===== src/rtl/i2c_mpu_responder.sv =====
// I2C target emulating the MPU-6050 register interface: START/STOP detection,
// 7-bit address match, pointer/register writes and auto-incrementing burst
// reads from a 14-byte sensor shadow that is kept coherent across a burst.
//
// Bus handshake: the only flow control is the I2C ACK bit. A byte is accepted
// when its 8th SCL rise is seen; the responder answers by pulling SDA low for
// the 9th clock. reg_wr_valid is a one-cycle strobe with no ready.
`timescale 1ns/1ps
module i2c_mpu_responder #(
  parameter logic [6:0] DEV_ADDR     = 7'h68,
  parameter logic [7:0] WHO_AM_I_VAL = 8'h68,
  parameter logic [7:0] PWR_RST_VAL  = 8'h40,
  parameter int         HOLD_CYC     = 4
) (
  input  logic         clk,
  input  logic         rst,
  input  logic         scl_in,
  input  logic         sda_in,
  output logic         sda_oe,
  output logic         sda_out,
  input  logic         sample_load,
  input  logic [111:0] sample_data,
  output logic         reg_wr_valid,
  output logic [7:0]   reg_wr_addr,
  output logic [7:0]   reg_wr_data,
  output logic         busy,
  output logic [7:0]   pwr_mgmt
);

  localparam int HW = $clog2(HOLD_CYC + 1);

  typedef enum logic [3:0] {
    S_IDLE, S_DEV_ADDR, S_DEV_ACK, S_REG_ADDR, S_REG_ACK,
    S_WR_DATA, S_WR_ACK, S_RD_DATA, S_RD_ACK, S_WAIT_STOP
  } state_t;

  // Kept as a named register so checkers can bind to it.
  state_t         state;
  logic           scl_s1, scl_s2, scl_d;
  logic           sda_s1, sda_s2, sda_d;
  logic           scl_rise, scl_fall, start_evt, stop_evt;
  logic [2:0]     bit_cnt;
  logic [7:0]     rx_sh, rx_byte, tx_sh, ptr;
  logic           rw, ptr_written, drive;
  logic [HW-1:0]  hold_cnt;
  logic [111:0]   shadow, pending;
  logic           pend_valid;

  assign sda_out = 1'b0;

  // Read-side register map.
  function automatic logic [7:0] rd_byte(input logic [7:0] p,
                                         input logic [111:0] sh,
                                         input logic [7:0] pm);
    logic [7:0] v;
    v = 8'h00;
    for (int i = 0; i < 14; i++)
      if (p == 8'h3B + 8'(i)) v = sh[8*(13-i) +: 8];
    if (p == 8'h6B) v = pm;
    if (p == 8'h75) v = WHO_AM_I_VAL;
    return v;
  endfunction

  // Two-flop synchronizers plus one delay flop for edge detection.
  always_ff @(posedge clk) begin
    if (rst) begin
      {scl_s1, scl_s2, scl_d} <= 3'b111;
      {sda_s1, sda_s2, sda_d} <= 3'b111;
    end else begin
      scl_s1 <= scl_in;
      scl_s2 <= scl_s1;
      scl_d  <= scl_s2;
      sda_s1 <= sda_in;
      sda_s2 <= sda_s1;
      sda_d  <= sda_s2;
    end
  end

  assign scl_rise  = scl_s2 & ~scl_d;
  assign scl_fall  = ~scl_s2 & scl_d;
  assign start_evt = scl_s2 & scl_d & sda_d & ~sda_s2;
  assign stop_evt  = scl_s2 & scl_d & ~sda_d & sda_s2;
  assign rx_byte   = {rx_sh[6:0], sda_s2};

  // SDA level wanted for the current bit slot, applied HOLD_CYC after SCL falls.
  always_comb begin
    drive = 1'b0;
    case (state)
      S_DEV_ACK, S_REG_ACK, S_WR_ACK: drive = 1'b1;
      S_RD_DATA:                      drive = ~tx_sh[7];
      default:                        drive = 1'b0;
    endcase
  end

  // Protocol FSM, register file and shadow management.
  always_ff @(posedge clk) begin
    if (rst) begin
      state        <= S_IDLE;
      sda_oe       <= 1'b0;
      reg_wr_valid <= 1'b0;
      reg_wr_addr  <= 8'h00;
      reg_wr_data  <= 8'h00;
      busy         <= 1'b0;
      pwr_mgmt     <= PWR_RST_VAL;
      ptr          <= 8'h00;
      ptr_written  <= 1'b0;
      bit_cnt      <= 3'd0;
      rx_sh        <= 8'h00;
      tx_sh        <= 8'h00;
      rw           <= 1'b0;
      hold_cnt     <= '0;
      shadow       <= '0;
      pending      <= '0;
      pend_valid   <= 1'b0;
    end else begin
      reg_wr_valid <= 1'b0;
      if (start_evt) begin
        state    <= S_DEV_ADDR;
        bit_cnt  <= 3'd0;
        sda_oe   <= 1'b0;
        hold_cnt <= '0;
      end else if (stop_evt) begin
        state       <= S_IDLE;
        sda_oe      <= 1'b0;
        busy        <= 1'b0;
        hold_cnt    <= '0;
        ptr_written <= 1'b0;
      end else begin
        if (scl_fall) begin
          hold_cnt <= HW'(HOLD_CYC);
        end else if (hold_cnt != '0) begin
          hold_cnt <= hold_cnt - HW'(1);
          if (hold_cnt == HW'(1)) sda_oe <= drive;
        end
        if (scl_rise) begin
          rx_sh <= rx_byte;
          case (state)
            S_DEV_ADDR: begin
              bit_cnt <= bit_cnt + 3'd1;
              if (bit_cnt == 3'd7) begin
                if (rx_byte[7:1] == DEV_ADDR) begin
                  state <= S_DEV_ACK;
                  busy  <= 1'b1;
                  rw    <= rx_byte[0];
                end else begin
                  state <= S_IDLE;
                end
              end
            end
            S_DEV_ACK: begin
              if (rw) begin
                state <= S_RD_DATA;
                tx_sh <= rd_byte(ptr, shadow, pwr_mgmt);
              end else if (ptr_written) begin
                state <= S_WR_DATA;
              end else begin
                state <= S_REG_ADDR;
              end
            end
            S_REG_ADDR: begin
              bit_cnt <= bit_cnt + 3'd1;
              if (bit_cnt == 3'd7) begin
                ptr         <= rx_byte;
                ptr_written <= 1'b1;
                state       <= S_REG_ACK;
              end
            end
            S_REG_ACK: state <= S_WR_DATA;
            S_WR_DATA: begin
              bit_cnt <= bit_cnt + 3'd1;
              if (bit_cnt == 3'd7) begin
                reg_wr_valid <= 1'b1;
                reg_wr_addr  <= ptr;
                reg_wr_data  <= rx_byte;
                if (ptr == 8'h6B) pwr_mgmt <= rx_byte;
                ptr   <= ptr + 8'd1;
                state <= S_WR_ACK;
              end
            end
            S_WR_ACK: state <= S_WR_DATA;
            S_RD_DATA: begin
              tx_sh   <= {tx_sh[6:0], 1'b0};
              bit_cnt <= bit_cnt + 3'd1;
              if (bit_cnt == 3'd7) state <= S_RD_ACK;
            end
            S_RD_ACK: begin
              if (!sda_s2) begin
                ptr   <= ptr + 8'd1;
                tx_sh <= rd_byte(ptr + 8'd1, shadow, pwr_mgmt);
                state <= S_RD_DATA;
              end else begin
                state <= S_WAIT_STOP;
              end
            end
            default: ;
          endcase
        end
      end
      // A snapshot deferred during a transaction lands once busy has dropped;
      // a fresh strobe in that same cycle is newer and overrides it.
      if (!busy && pend_valid) begin
        shadow     <= pending;
        pend_valid <= 1'b0;
      end
      if (sample_load) begin
        if (busy) begin
          pending    <= sample_data;
          pend_valid <= 1'b1;
        end else begin
          shadow <= sample_data;
        end
      end
    end
  end

endmodule


===== config.mk =====
export PLATFORM = sky130hd
export DESIGN_NAME = i2c_mpu_responder
export DESIGN_NICKNAME = d
export VERILOG_FILES = /design/src/rtl/i2c_mpu_responder.sv
export SDC_FILE = /design/constraint.sdc
export NUM_CORES = 1
export LEC_CHECK = 0
export CORE_AREA = 2 2 207 209
export CTS_BUF_LIST = sky130_fd_sc_hd__clkbuf_4 sky130_fd_sc_hd__clkbuf_8 sky130_fd_sc_hd__clkbuf_16
export CTS_CLUSTER_SIZE = 12
export DETAILED_ROUTE_END_ITERATION = 7
export DIE_AREA = 0 0 209 211
export GPL_TIMING_DRIVEN = 0
export SETUP_SLACK_MARGIN = 0.4
export SLEW_MARGIN = 20
export SYNTH_ARGS = -nofsm -noshare
export SYNTH_HDL_FRONTEND = slang
export SYNTH_SLANG_ARGS = --single-unit

===== constraint.sdc =====
create_clock -name clk -period 3.55 [get_ports clk]
set_clock_uncertainty 0.2 [all_clocks]
set_input_delay 0.5325 -clock clk [delete_from_list [all_inputs] [get_ports clk]]
set_output_delay 0.5325 -clock clk [all_outputs]
set_load 0.03 [all_outputs]

# After elaboration in Yosys (flattened, before gate mapping)
# Index checks and enable logic that the tools add are counted.
dict set report word_totals {
  wordCells 202
  ff_bits 293
  output_inout_bits 28
  inputBits 117
}
dict set report op_classes {
  bitwise 17
  addsub 3
  n_mux 70
  n_eq_ne 53
  reduce_logical 34
}
# op count
set ops {}
lappend ops {{two-way mux 112 bit} 3}
lappend ops {{two-way mux 8 bit} 37}
lappend ops {{== test 8 x 7 -> 1 bit, second input constant} 22}
lappend ops {{== test 8 x 6 -> 1 bit, second input constant} 10}
lappend ops {{case mux 8 bit (3 select lines)} 2}
lappend ops {{AND reduction 6 bit} 5}
lappend ops {{case mux 4 bit (7 select lines)} 1}
lappend ops {{two-way mux 4 bit} 5}
lappend ops {{== test 4 x 3 -> 1 bit, second input constant} 4}
lappend ops {{two-way mux 1 bit} 16}
lappend ops {{!= test 4 bit, second input constant} 4}
lappend ops {{two-way mux 3 bit} 4}
lappend ops {{!= test 2 bit, second input constant} 6}
lappend ops {{nonzero test 2 bit} 6}
lappend ops {{nonzero test 3 bit} 4}
lappend ops {{NOT 1 bit} 10}
lappend ops {{AND reduction 5 bit} 2}
lappend ops {{AND reduction 3 bit} 3}
lappend ops {{nonzero test 9 bit} 1}
lappend ops {{adder 8 x 1 -> 8 bit, second input constant} 1}
lappend ops {{== test 4 x 2 -> 1 bit, second input constant} 2}
lappend ops {{OR reduction 4 bit} 2}
lappend ops {{bitwise AND 1 bit} 7}
lappend ops {{== test 7 bit, second input constant} 1}
lappend ops {{17 further kinds} 19}

# Logic depth before layout (Yosys ltp)
# Gate-level depths: netlist (run 1).
dict set report depth {
  ltp_word 20
  mapped_depth 14
  depth_no_buf 10
}

# Worst setup path before layout (run 1)
# Ideal clock, no wire load.
dict set report synth_path {
  path_kind {register to register}
  from {register ptr[0]}
  to {register tx_sh[7]}
  path_buffers 2
  period_less_slack_ps 2855
  t_arrival_ps 2533
  setup_time_ps 122
  required_time_ps 3228
  setup_slack_ps 695
  path_stages_with_launch 13
  cell_sequence {dfxtp_1 > buf_2 > inv_1 > ha_1 > clkbuf_1 > and4b_1 > a41oi_2 > nand2_1 > a221oi_1 > o22ai_1 > a221o_1 > a32oi_1 > o21ai_1}
}
dict set report synth_via {
  elab_chain_len 20
  elab_cells_between_ends 68
  classes_between {add/sub (1); eq/ne (32); mux (35)}
}
# item line
set synth_lines {}
lappend synth_lines {{start, declared} 43} ;# logic [7:0] rx_sh, rx_byte, tx_sh, ptr;
lappend synth_lines {{start signal, assigned} 163} ;# ptr <= rx_byte;
lappend synth_lines {{start signal, assigned} 176} ;# ptr <= ptr + 8'd1;
lappend synth_lines {{start signal, assigned} 188} ;# ptr <= ptr + 8'd1;
lappend synth_lines {{adder 8 x 1 -> 8 bit} 189} ;# tx_sh <= rd_byte(ptr + 8'd1, shadow, pwr_mgmt);
lappend synth_lines {{== test 8 x 6 -> 1 bit} 58} ;# if (p == 8'h3B + 8'(i)) v = sh[8*(13-i) +: 8];
lappend synth_lines {{two-way mux 8 bit (14 in a row)} 58}
lappend synth_lines {{two-way mux 8 bit} 59} ;# if (p == 8'h6B) v = pm;
lappend synth_lines {{two-way mux 8 bit} 60} ;# if (p == 8'h75) v = WHO_AM_I_VAL;
lappend synth_lines {{two-way mux 8 bit} 187} ;# if (!sda_s2) begin
lappend synth_lines {{case mux 8 bit (3 select lines) (*)} 137} ;# case (state)
lappend synth_lines {{end signal, assigned} 153} ;# tx_sh <= rd_byte(ptr, shadow, pwr_mgmt);
lappend synth_lines {{end signal, assigned} 182} ;# tx_sh <= {tx_sh[6:0], 1'b0};
lappend synth_lines {{end signal, assigned} 189}
lappend synth_lines {{end, declared} 43}
# Mark *: on every way between the ends. The rest lies on a longest branch, timed or not. The select of a mux whose other input is x is not followed.
# A chain may end at the register's enable or synchronous reset.

# Final worst setup path (run 1)
dict set report layout_path {
  from {register ptr[1]}
  to {register tx_sh[2]}
}
# The elaborated chain is that of the path after synthesis.

==> impl_results.md, run 1 <==
- Status: finished clean
- Synth Area in XOR/XNOR: 0.325%
- Layout Nets: 2631
- Setup crit end kind: flop
- Placer Congestion: 0.983
- Total grt overflow: 0
- Starting density of the core: roughly two fifths
- Largest family of logic cells by synthesized area: simple AND/OR/NAND/NOR gates
- CTS Buffer Depth: 3
- Critical path fanouts, max: 10
- Placed Area: 18300 um2
- Drt pass-1 iters: 6
- Worst Hold Path Cells: 1
- Cell Area, Synth: roughly 16000 um2
- # setup viols final: 0
- Skew-Pair Late Insertion Delay: 0.55 ns
- Core ar.: 41800 um2
- Clk root buf: clkbuf_16
- CP max stage delay: 0.42 ns
- Max cap viols: 0
- CTS buffer count: 36
- GRT Overall Usage: 27.6%
- Max IR drop VDD: 0.240 mV
- Max Slew Vio Count: 0
- Startpoint Class: flop
- IO Pins: 145
- Lkg Pwr: approximately 7.2 nW
- Ant diodes: 0
- Fin area: 19900 um2
- Worst-case headroom to the max-slew limit: between 20% and 30%
- First-pass GRT wire length: 94600 um
- Vias in the first global route: 16100
- Yosys reg bits: just under 300
- Synth area leader: dfxtp_1
- Final Util: 47.7%
- Top_reg_cell synth: dfxtp_1
- CTS tree: yes
- Wire per inst: 20.3 um
- Complex-gate fraction of the synthesized area: 23.3%
- CP arrival: between 3 and 4 ns
- Via density: 5.64
- Die Width: 209 um
- Area Overhead vs Synth: 23.2%
- Synth area leaders: dfxtp_1 36%, a21oi_1 10%, nor2_1 9.5%
- Worst-margin pin slew: 1.11 ns
- Post-synthesis cell count: 2308
- CTS Sinks: 293
- Post-synthesis sequential area ratio: 36.3%
- Top-area cell type share of the netlist area: 36.3%
- Final Hold Fails: 0
- EDFF count, synth: 0
- Die Ht: 211 um
- Commonest non-fill, non-tap cells in the layout: 403 x nor2_1, 366 x nand2_1, 337 x a21oi_1
- Die area: between 40000 and 50000 um2
- HPWL after DPL: 46500 um
- Unique masters post-synth: 99
- Final wirelength: 62100 um
- Net count of the mapped netlist: ~2400
- Commonest non-fill, non-tap cell in the layout: nor2_1
- Peak Freq: 314 MHz
- Hold Crit Class: reg2reg
- Crit path cell chain: buf_6 > inv_1 > ha_1 > clkbuf_4 > clkbuf_16 > buf_8 > nand2_1 > a21oi_1 > a31oi_2 > o211ai_1 > o2111ai_2 > a311oi_2 > a211o_1
- Clk slew on worst S/H paths: 0.07 ns
- Post-synthesis adder-cell area fraction: 0.928%
- CP required: roughly 3.8 ns
- Final ANT Viol Nets: 0
- RSZ-0062 raised after global routing: true
- Post-route minimum period: about 3.2 ns
- Antenna violations before repair: 0
- R2R depth: 13
- H-tree levels: 2
- Synth Area in Simple Gates: 33.0%
- Crit share post-route: 89.7%
- Power Dens Cells: 394 nW/um2
- Via count: 17300
- Mux share of post-synthesis cell area: 0.309%
- Kind of critical path: reg2reg
- Post-Syn Area per Cell: 7.01 um2
- Layout cells sized above 1: 9.18%
- Hold slack: roughly 0.22 ns
- Largest net degree at the start of global routing: 13
- DRC viols: 0
- Yosys warns: 0
- Worst path slowest cell: a311oi_2
- # port buffers: between 100 and 150
- Core Rows: between 70 and 80
- Initial drt markers: 1589
- Post-synth ARST share: 0%
## per-stage QoR
stage               TNS [ns]  setup WS, ns  power (mW)  cells
finish                     0         0.367        7.86   3067
global route               0         0.345        8.15   3067
CTS                        0         0.417        7.93   3057
detailed placement    -20.23        -0.484        4.23   2989
global placement      -19.05        -0.507        4.22   2989
floorplan                  0         0.695        3.90   2308
## cell usage after synthesis, types with 6 or more instances
cell / instances
a211oi_1: 12
a21oi_1: 339
a221o_1: 8
a221oi_1: 11
a22oi_1: 11
a31oi_1: 15
a32oi_1: 8
and2_1: 7
and3_1: 7
buf_1: 11
buf_2: 17
buf_4: 7
buf_6: 8
clkbuf_1: 144
dfxtp_1: 293
ha_1: 12
inv_1: 15
nand2_1: 369
nand2b_1: 11
nand3_1: 24
nand4_1: 7
nor2_1: 410
nor2b_1: 130
nor3_1: 133
nor3b_1: 10
o2111ai_1: 6
o211ai_1: 13
o21a_1: 14
o21ai_0: 74
o21ai_1: 7
o221ai_1: 8
o22ai_1: 8
o31ai_1: 11
or2_2: 9
or3_1: 8
## critical path: cells and delay by family, from the launching register on
kind	cells	cell delay (ns)
adder cells (fa/ha/maj)	1	0.17
flip-flops	1	0.37
AO/OA/AOI/OAI	6	1.44
buffers and inverters	5	0.84
AND/OR/NAND/NOR	1	0.07
## power breakdown
part | leakage, nW | switching [mW] | internal (mW)
sequential | 2.39 | 0.122 | 3.39
combinational | 4.15 | 0.358 | 0.299
clock | 0.607 | 1.48 | 2.21
total | 7.15 | 1.96 | 5.89
## worst paths after layout
| kind | startpoint | to | slack [ns] |
|---|---|---|---|
| worst max-delay path | ptr[1]$_SDFFE_PP0P_ | tx_sh[2]$_SDFFE_PP0P_ | 0.37 |
| worst min-delay path | sda_s1$_SDFF_PP1_ | sda_s2$_SDFF_PP1_ | 0.22 |
| worst min register to register | sda_s1$_SDFF_PP1_ | sda_s2$_SDFF_PP1_ | 0.22 |
| worst max register to register | ptr[1]$_SDFFE_PP0P_ | tx_sh[2]$_SDFFE_PP0P_ | 0.37 |
## area by class of cell
type                       instances  area (um2)
buffer                           192         970
inverter                          17        65.1
fill                            4225       21800
tap                              539         674
clock inverter                    10        53.8
multi-input combinational       1806        9630
clock buffer                      54        1130
sequential                       293        5870
timing repair buffer             156        1530
## layer usage
metal / share of wire [%] / global-route usage, % / routed length, um / vias to the layer above
li1: - / - / - / 8328
met1: 45 / 37.0 / 27900 / 8186
met2: 44 / 43.9 / 27500 / 664
met3: 6.8 / 4.86 / 4240 / 133
met4: 4.0 / 11.1 / 2470 / 0
met5: 0 / 0 / 0 / -
## cells by family after synthesis
logic type	after synthesis
buffers and inverters	209
adders and majority gates	12
xor gates and xnor gates	6
AOI/OAI and AO/OA	611
and+or+nand+nor	1171
DFF	293
other	1
muxes	5
## timing repair
| action | 4_1_cts | 5_1_grt |
|---|---|---|
| pin swaps | 3 | 12 |
| hold buffers | 0 | 0 |
| buffers inserted | 4 | 10 |
| endpoints found under the setup margin | 88 | 8 |
| resized for setup | 62 | 53 |
Power figures use the tool's default switching activity.
==> run 2: changes to the inputs <==
==> constraint.sdc (replaced) <==
create_clock -name clk -period 3.9 [get_ports clk]
set_clock_uncertainty 0.2 [all_clocks]
set_input_delay 0.585 -clock clk [delete_from_list [all_inputs] [get_ports clk]]
set_output_delay 0.585 -clock clk [all_outputs]
set_load 0.03 [all_outputs]
==> run 2 against run 1 <==
Against the previous run:
- count of clock-buffer cells in the layout stayed put
- maximum frequency shrank 10%
- utilization decreased by 0.84 points
- highest routed layer unchanged
- clock power is 8.9% lower
- cell count down 0.39%
- non-clock buffer count is 12 lower
- design area fell by 1.8%
- worst hold slack hardly changed
- wire length fell by 0.41%
==> impl_results.md, run 2 (same netlist as run 1, synthesis figures left out) <==
- Status: finished clean (unchanged)
- Die Width: 209 um (unchanged)
- Worst-margin pin slew: 1.13 ns (was 1.11 ns)
- Core Rows: 75 (unchanged)
- Post-route minimum period: 3.54 ns (was 3.18 ns)
- Critical path fanouts, max: 10 (unchanged)
- Area Overhead vs Synth: 21.0% (was 23.2%)
- # port buffers: 142 (unchanged)
- Max cap viols: 0 (unchanged)
- Via count: 17300 (about the same)
- Initial drt markers: 1571 (was 1589)
- CP arrival: 3.77 ns (was 3.47 ns)
- Post-CTS Hold Buffers: 0 (unchanged)
- Final Hold Fails: 0 (unchanged)
- Wire per inst: 20.3 um (about the same)
- Clk root buf: clkbuf_16 (unchanged)
- Final wirelength: 61900 um (was 62100 um)
- Clk slew on worst S/H paths: 0.07 ns (about the same)
- Commonest non-fill, non-tap cell in the layout: nor2_1 (unchanged)
- CP required: 4.13 ns (was 3.84 ns)
- Via density: 5.65 (was 5.64)
- Power Dens Cells: 365 nW/um2 (was 394 nW/um2)
- Commonest non-fill, non-tap cells in the layout: 408 x nor2_1, 369 x nand2_1, 338 x a21oi_1 (was 403 x nor2_1, 366 x nand2_1, 337 x a21oi_1)
- Antenna violations before repair: 1 (was 0)
- Vias in the first global route: 16100 (about the same)
- Drt pass-1 iters: 6 (unchanged)
- # setup viols final: 0 (unchanged)
- Final ANT Viol Nets: 0 (unchanged)
- Core ar.: 41800 um2 (unchanged)
- Layout cells sized above 1: 7.03% (was 9.18%)
- Die Ht: 211 um (unchanged)
- Peak Freq: 282 MHz (was 314 MHz)
- Skew-Pair Late Insertion Delay: 0.55 ns (about the same)
- Max IR drop VDD: 0.217 mV (was 0.240 mV)
- Largest net degree at the start of global routing: 13 (unchanged)
- Setup TNS: 0 ns (unchanged)
- H-tree levels: 2 (unchanged)
- Total grt overflow: 0 (unchanged)
- Max Slew Vio Count: 0 (unchanged)
- CTS tree: yes (unchanged)
- First-pass GRT wire length: 94300 um (was 94600 um)
- Lkg Pwr: 7.02 nW (was 7.15 nW)
- Ant diodes: 0 (unchanged)
- Crit share post-route: 90.8% (was 89.7%)
- Starting density of the core: 38.7% (unchanged)
- DRC viols: 0 (unchanged)
- Setup crit end kind: flop (unchanged)
- Placer Congestion: 0.983 (unchanged)
- Place WS: -0.134 ns (was -0.484 ns)
- Die area: 44100 um2 (unchanged)
- R2R depth: 10 (was 13)
- Kind of critical path: reg2reg (unchanged)
- Final Util: 46.9% (was 47.7%)
- Layout Nets: 2619 (was 2631)
- Hold slack: 0.219 ns (about the same)
- Worst-case headroom to the max-slew limit: 23.9% (was 25.7%)
- Worst setup margin: 0.359 ns (was 0.367 ns)
- CTS Sinks: 293 (unchanged)
- CTS buffer count: 36 (unchanged)
- CTS Buffer Depth: 3 (unchanged)
- RSZ-0062 raised after global routing: true (unchanged)
- Startpoint Class: flop (unchanged)
- IO Pins: 145 (unchanged)
- Worst Hold Path Cells: 1 (unchanged)
- Hold Crit Class: reg2reg (unchanged)
- HPWL after DPL: 46500 um (unchanged)
- GRT Overall Usage: 27.5% (was 27.6%)
## run 2: cell count changes in the layout (fill, tap and decap cells not counted), moves of 4 or more
cell      change
clkbuf_4      -5
buf_4        -13
clkbuf_1      +5
o21ai_0       +5
o21ai_1       -4
a31oi_1       +4
a31oi_2       -4
buf_2         +4
nor2_1        +5
## run 2: where the power goes
group | switching (mW) | internal, mW | total [mW]
combinational | 0.324 | 0.271 | 0.596
sequential | 0.110 | 3.09 | 3.20
clock | 1.35 | 2.01 | 3.36
## run 2: metrics by stage
| step | instance area, um2 | total power, mW | std cells |
|---|---|---|---|
| after floorplan | 16200 | 3.55 | 2308 |
| after global placement | 18300 | 3.84 | 2989 |
| after detailed placement | 18300 | 3.85 | 2989 |
| after CTS | 19500 | 7.22 | 3053 |
| after global routing | 19600 | 7.42 | 3055 |
| final | 19600 | 7.15 | 3055 |
## run 2: final timing paths
| path | start | to | slack, ns |
|---|---|---|---|
| max reg2reg | ptr[0]$_SDFFE_PP0P_ | tx_sh[7]$_SDFFE_PP0P_ | 0.36 |
| max | ptr[0]$_SDFFE_PP0P_ | tx_sh[7]$_SDFFE_PP0P_ | 0.36 |
| min | sda_s1$_SDFF_PP1_ | sda_s2$_SDFF_PP1_ | 0.22 |
| min reg2reg | sda_s1$_SDFF_PP1_ | sda_s2$_SDFF_PP1_ | 0.22 |
## run 2: layout make-up
class	count	area, um2
sequential	293	5870
clock buffer	54	1130
fill	4262	22200
tap	539	674
multi-input combinational	1806	9440
clock inverter	10	53.8
inverter	17	63.8
timing repair buffer	144	1440
buffer	192	907
## run 2: timing repair
action                     in CTS  in global routing
gates resized for setup        23                 18
pin swaps                       0                  0
setup endpoints to repair       8                  7
buffers inserted                0                  2
## run 2: worst max-delay path: stages, from the launching register on
cell      delay, ns
dfxtp_2        0.38
buf_4          0.21
inv_1          0.11
ha_1           0.26
clkinv_1       0.42
clkbuf_1       0.45
o31ai_1        0.47
o22ai_1        0.20
a221o_1        0.42
a32oi_1        0.21
o21ai_1        0.08
## run 2: metal layers
metal  vias up  share of wire [%]  routed length (um)  track usage (%)
met5         -                  0                   0                0
met4         0                4.1                2550             10.9
met3       133                6.8                4210             4.50
met2       668                 44               27300             43.7
met1      8150                 45               27800             37.3
li1       8316                  -                   -                -
==> run 3: changes to the inputs <==
--- a/config.mk
+++ b/config.mk
@@ -5,14 +5,18 @@
 export SDC_FILE = /design/constraint.sdc
 export NUM_CORES = 1
 export LEC_CHECK = 0
+export CELL_PAD_IN_SITES_DETAIL_PLACEMENT = 0
+export CELL_PAD_IN_SITES_GLOBAL_PLACEMENT = 1
 export CORE_AREA = 2 2 207 209
 export CTS_BUF_LIST = sky130_fd_sc_hd__clkbuf_4 sky130_fd_sc_hd__clkbuf_8 sky130_fd_sc_hd__clkbuf_16
 export CTS_CLUSTER_SIZE = 12
 export DETAILED_ROUTE_END_ITERATION = 7
 export DIE_AREA = 0 0 209 211
 export GPL_TIMING_DRIVEN = 0
+export PLACE_DENSITY_LB_ADDON = 0.1
 export SETUP_SLACK_MARGIN = 0.4
 export SLEW_MARGIN = 20
 export SYNTH_ARGS = -nofsm -noshare
 export SYNTH_HDL_FRONTEND = slang
 export SYNTH_SLANG_ARGS = --single-unit
+export TNS_END_PERCENT = 20
==> constraint.sdc (replaced) <==
create_clock -name clk -period 4.5 [get_ports clk]
set_clock_uncertainty 0.2 [all_clocks]
set_input_delay 0.675 -clock clk [delete_from_list [all_inputs] [get_ports clk]]
set_output_delay 0.675 -clock clk [all_outputs]
set_load 0.03 [all_outputs]
==> run 3 against run 2 <==
Against the previous run:
- utilization is 0.31 points lower
- combinational power decreased by 12%
- power is 13% lower
==> impl_results.md, run 3 (same netlist as run 1, synthesis figures left out) <==
- Crit path cell chain: buf_2 > inv_1 > ha_1 > buf_6 > clkbuf_1 > clkbuf_1 > buf_1 > a21oi_1 > o2bb2ai_1 > a21oi_1 > o211ai_1 > a41oi_1 (was buf_4 > inv_1 > ha_1 > clkinv_1 > clkbuf_1 > o31ai_1 > o22ai_1 > a221o_1 > a32oi_1 > o21ai_1)
- IO Pins: 145 (unchanged)
- Vias in the first global route: 16300 (was 16100)
- H-tree levels: 2 (unchanged)
- GRT Overall Usage: 28.5% (was 27.5%)
- Ant diodes: 0 (unchanged)
- Core ar.: 41800 um2 (unchanged)
- Clk slew on worst S/H paths: 0.06 ns (was 0.07 ns)
- Worst-case headroom to the max-slew limit: 26.3% (was 23.9%)
- CTS Sinks: 293 (unchanged)
- Antenna violations before repair: 0 (was 1)
- Clk root buf: clkbuf_16 (unchanged)
- Die area: 44100 um2 (unchanged)
- Peak Freq: 235 MHz (was 282 MHz)
- CTS tree: yes (unchanged)
- First-pass GRT wire length: 97600 um (was 94300 um)
- Hold slack: 0.209 ns (was 0.219 ns)
- Worst Hold Path Cells: 1 (unchanged)
- DRC viols: 0 (unchanged)
- Layout Nets: 2617 (was 2619)
- Total grt overflow: 0 (unchanged)
- Die Ht: 211 um (unchanged)
- Skew-Pair Late Insertion Delay: 0.55 ns (about the same)
- Combinational fraction of design power: 8.5% (was 8.3%)
- Int Pwr: 4.67 mW (was 5.37 mW)
- Via density: 5.64 (was 5.65)
- Total stage count of the critical path: 12 (was 10)
- Core Rows: 75 (unchanged)
- CP required: 4.72 ns (was 4.13 ns)
- Worst path slowest cell: clkbuf_1 (was o31ai_1)
- Max Slew Vio Count: 0 (unchanged)
- Status: finished clean (unchanged)
- Largest net degree at the start of global routing: 13 (unchanged)
- Switching Share: 24.6% (was 24.9%)
- CP max stage delay: 0.61 ns (was 0.47 ns)
- Final Hold Fails: 0 (unchanged)
- Die Width: 209 um (unchanged)
- Drt pass-1 iters: 5 (was 6)
- Area Overhead vs Synth: 20.2% (was 21.0%)
- Placer Congestion: 0.970 (was 0.983)
- WP buf/inv: 6 (was 4)
- CTS Buffer Depth: 3 (unchanged)
- Max cap viols: 0 (unchanged)
- Via count: 17200 (was 17300)
- Total power: 6.20 mW (was 7.15 mW)
- Starting density of the core: 38.7% (unchanged)
- Crit share post-route: 94.8% (was 90.8%)
- Worst-margin pin slew: 1.11 ns (was 1.13 ns)
- Kind of critical path: reg2reg (unchanged)
- Initial drt markers: 1624 (was 1571)
- RSZ-0062 raised after global routing: true (unchanged)
- CP arrival: 4.48 ns (was 3.77 ns)
- R2R depth: 12 (was 10)
- Critical path fanouts, max: 10 (unchanged)
- HPWL after DPL: 47500 um (was 46500 um)
- # port buffers: 142 (unchanged)
- Power Dens Cells: 319 nW/um2 (was 365 nW/um2)
- # setup viols final: 0 (unchanged)
- Post-route minimum period: 4.26 ns (was 3.54 ns)
- Layout cells sized above 1: 5.82% (was 7.03%)
- Commonest non-fill, non-tap cell in the layout: nor2_1 (unchanged)
- Final ANT Viol Nets: 0 (unchanged)
- Final Util: 46.6% (was 46.9%)
- Clock share of power: 46.8% (was 46.9%)
- Setup TNS: 0 ns (unchanged)
- Setup crit end kind: flop (unchanged)
- CP top delay family: buffers and inverters (was compound AO/OA/AOI/OAI gates)
- Startpoint Class: flop (unchanged)
- CTS buffer count: 36 (unchanged)
- Final wirelength: 64000 um (was 61900 um)
- Lkg Pwr: 6.93 nW (was 7.02 nW)
- Sw power: 1.52 mW (was 1.78 mW)
- Hold Crit Class: reg2reg (unchanged)
- Commonest non-fill, non-tap cells in the layout: 409 x nor2_1, 369 x nand2_1, 339 x a21oi_1 (was 408 x nor2_1, 369 x nand2_1, 338 x a21oi_1)
- Max IR drop VDD: 0.259 mV (was 0.217 mV)
- Wire per inst: 21.0 um (was 20.3 um)
- Part of the power in registers: 44.8% (was 44.7%)
[run 3: cell count changes in the layout (fill, tap and decap cells not counted), moves of 4 or more]
cell	before	now
buf_4	11	7
clkbuf_1	130	143
clkbuf_2	10	1
clkbuf_8	18	12
clkinv_2	9	4
[run 3: layout make-up]
cell class              count  area (um2)
fillers                  4333       22300
multi-input cells        1806        9370
flip-flops and latches    293        5870
repair buffers            142        1420
clock buffers              50        1070
plain buffers             192         880
well taps                 539         674
clock inverters             9         105
inverters                  17        63.8
[run 3: per-stage QoR]
step           setup slack [ns]  area [um2]  std cells
2_1_floorplan              1.65       16200       2308
3_3_place_gp              0.255       18300       2989
3_5_place_dp              0.241       18300       2989
4_1_cts                   0.420       19400       3048
5_1_grt                   0.218       19400       3048
6_report                  0.236       19400       3048
[run 3: worst register-to-register path: cells and delay by family, from the launching register on]
family | cells | cell delay (ns)
compound gates | 5 | 1.07
fa+ha+maj | 1 | 0.25
buf+inv | 6 | 2.23
flops | 1 | 0.42
[run 3: layer usage]
layer	up-vias	part of all wire (%)	GRT usage [%]
met4	0	4.0	11.9
met1	8105	46	38.9
li1	8292	-	-
met2	658	44	45.0
met3	136	6.4	4.31
met5	-	0	0
[run 3: power groups by stage]
stage | logic (mW) | registers (mW) | clock network (mW)
after floorplan | 0.302 | 2.78 | 0
after global placement | 0.518 | 2.82 | 0
after detailed placement | 0.524 | 2.83 | 0
after CTS | 0.527 | 2.77 | 2.96
after global routing | 0.589 | 2.78 | 3.09
final | 0.524 | 2.78 | 2.90
[run 3: repair_timing]
action                                  4_1_cts  5_1_grt
buffers inserted                              0        0
endpoints found under the setup margin        0        5
endpoints found under the hold margin         0        0
gates resized for setup                       0        3
hold buffers                                  0        0
[run 3: path summary, 6_finish.rpt]
path,to,from,slack [ns]
max,tx_sh[5]$_SDFFE_PP0P_,ptr[0]$_SDFFE_PP0P_,0.24
min reg2reg,scl_s2$_SDFF_PP1_,scl_s1$_SDFF_PP1_,0.21
max reg2reg,tx_sh[5]$_SDFFE_PP0P_,ptr[0]$_SDFFE_PP0P_,0.24
min,scl_s2$_SDFF_PP1_,scl_s1$_SDFF_PP1_,0.21
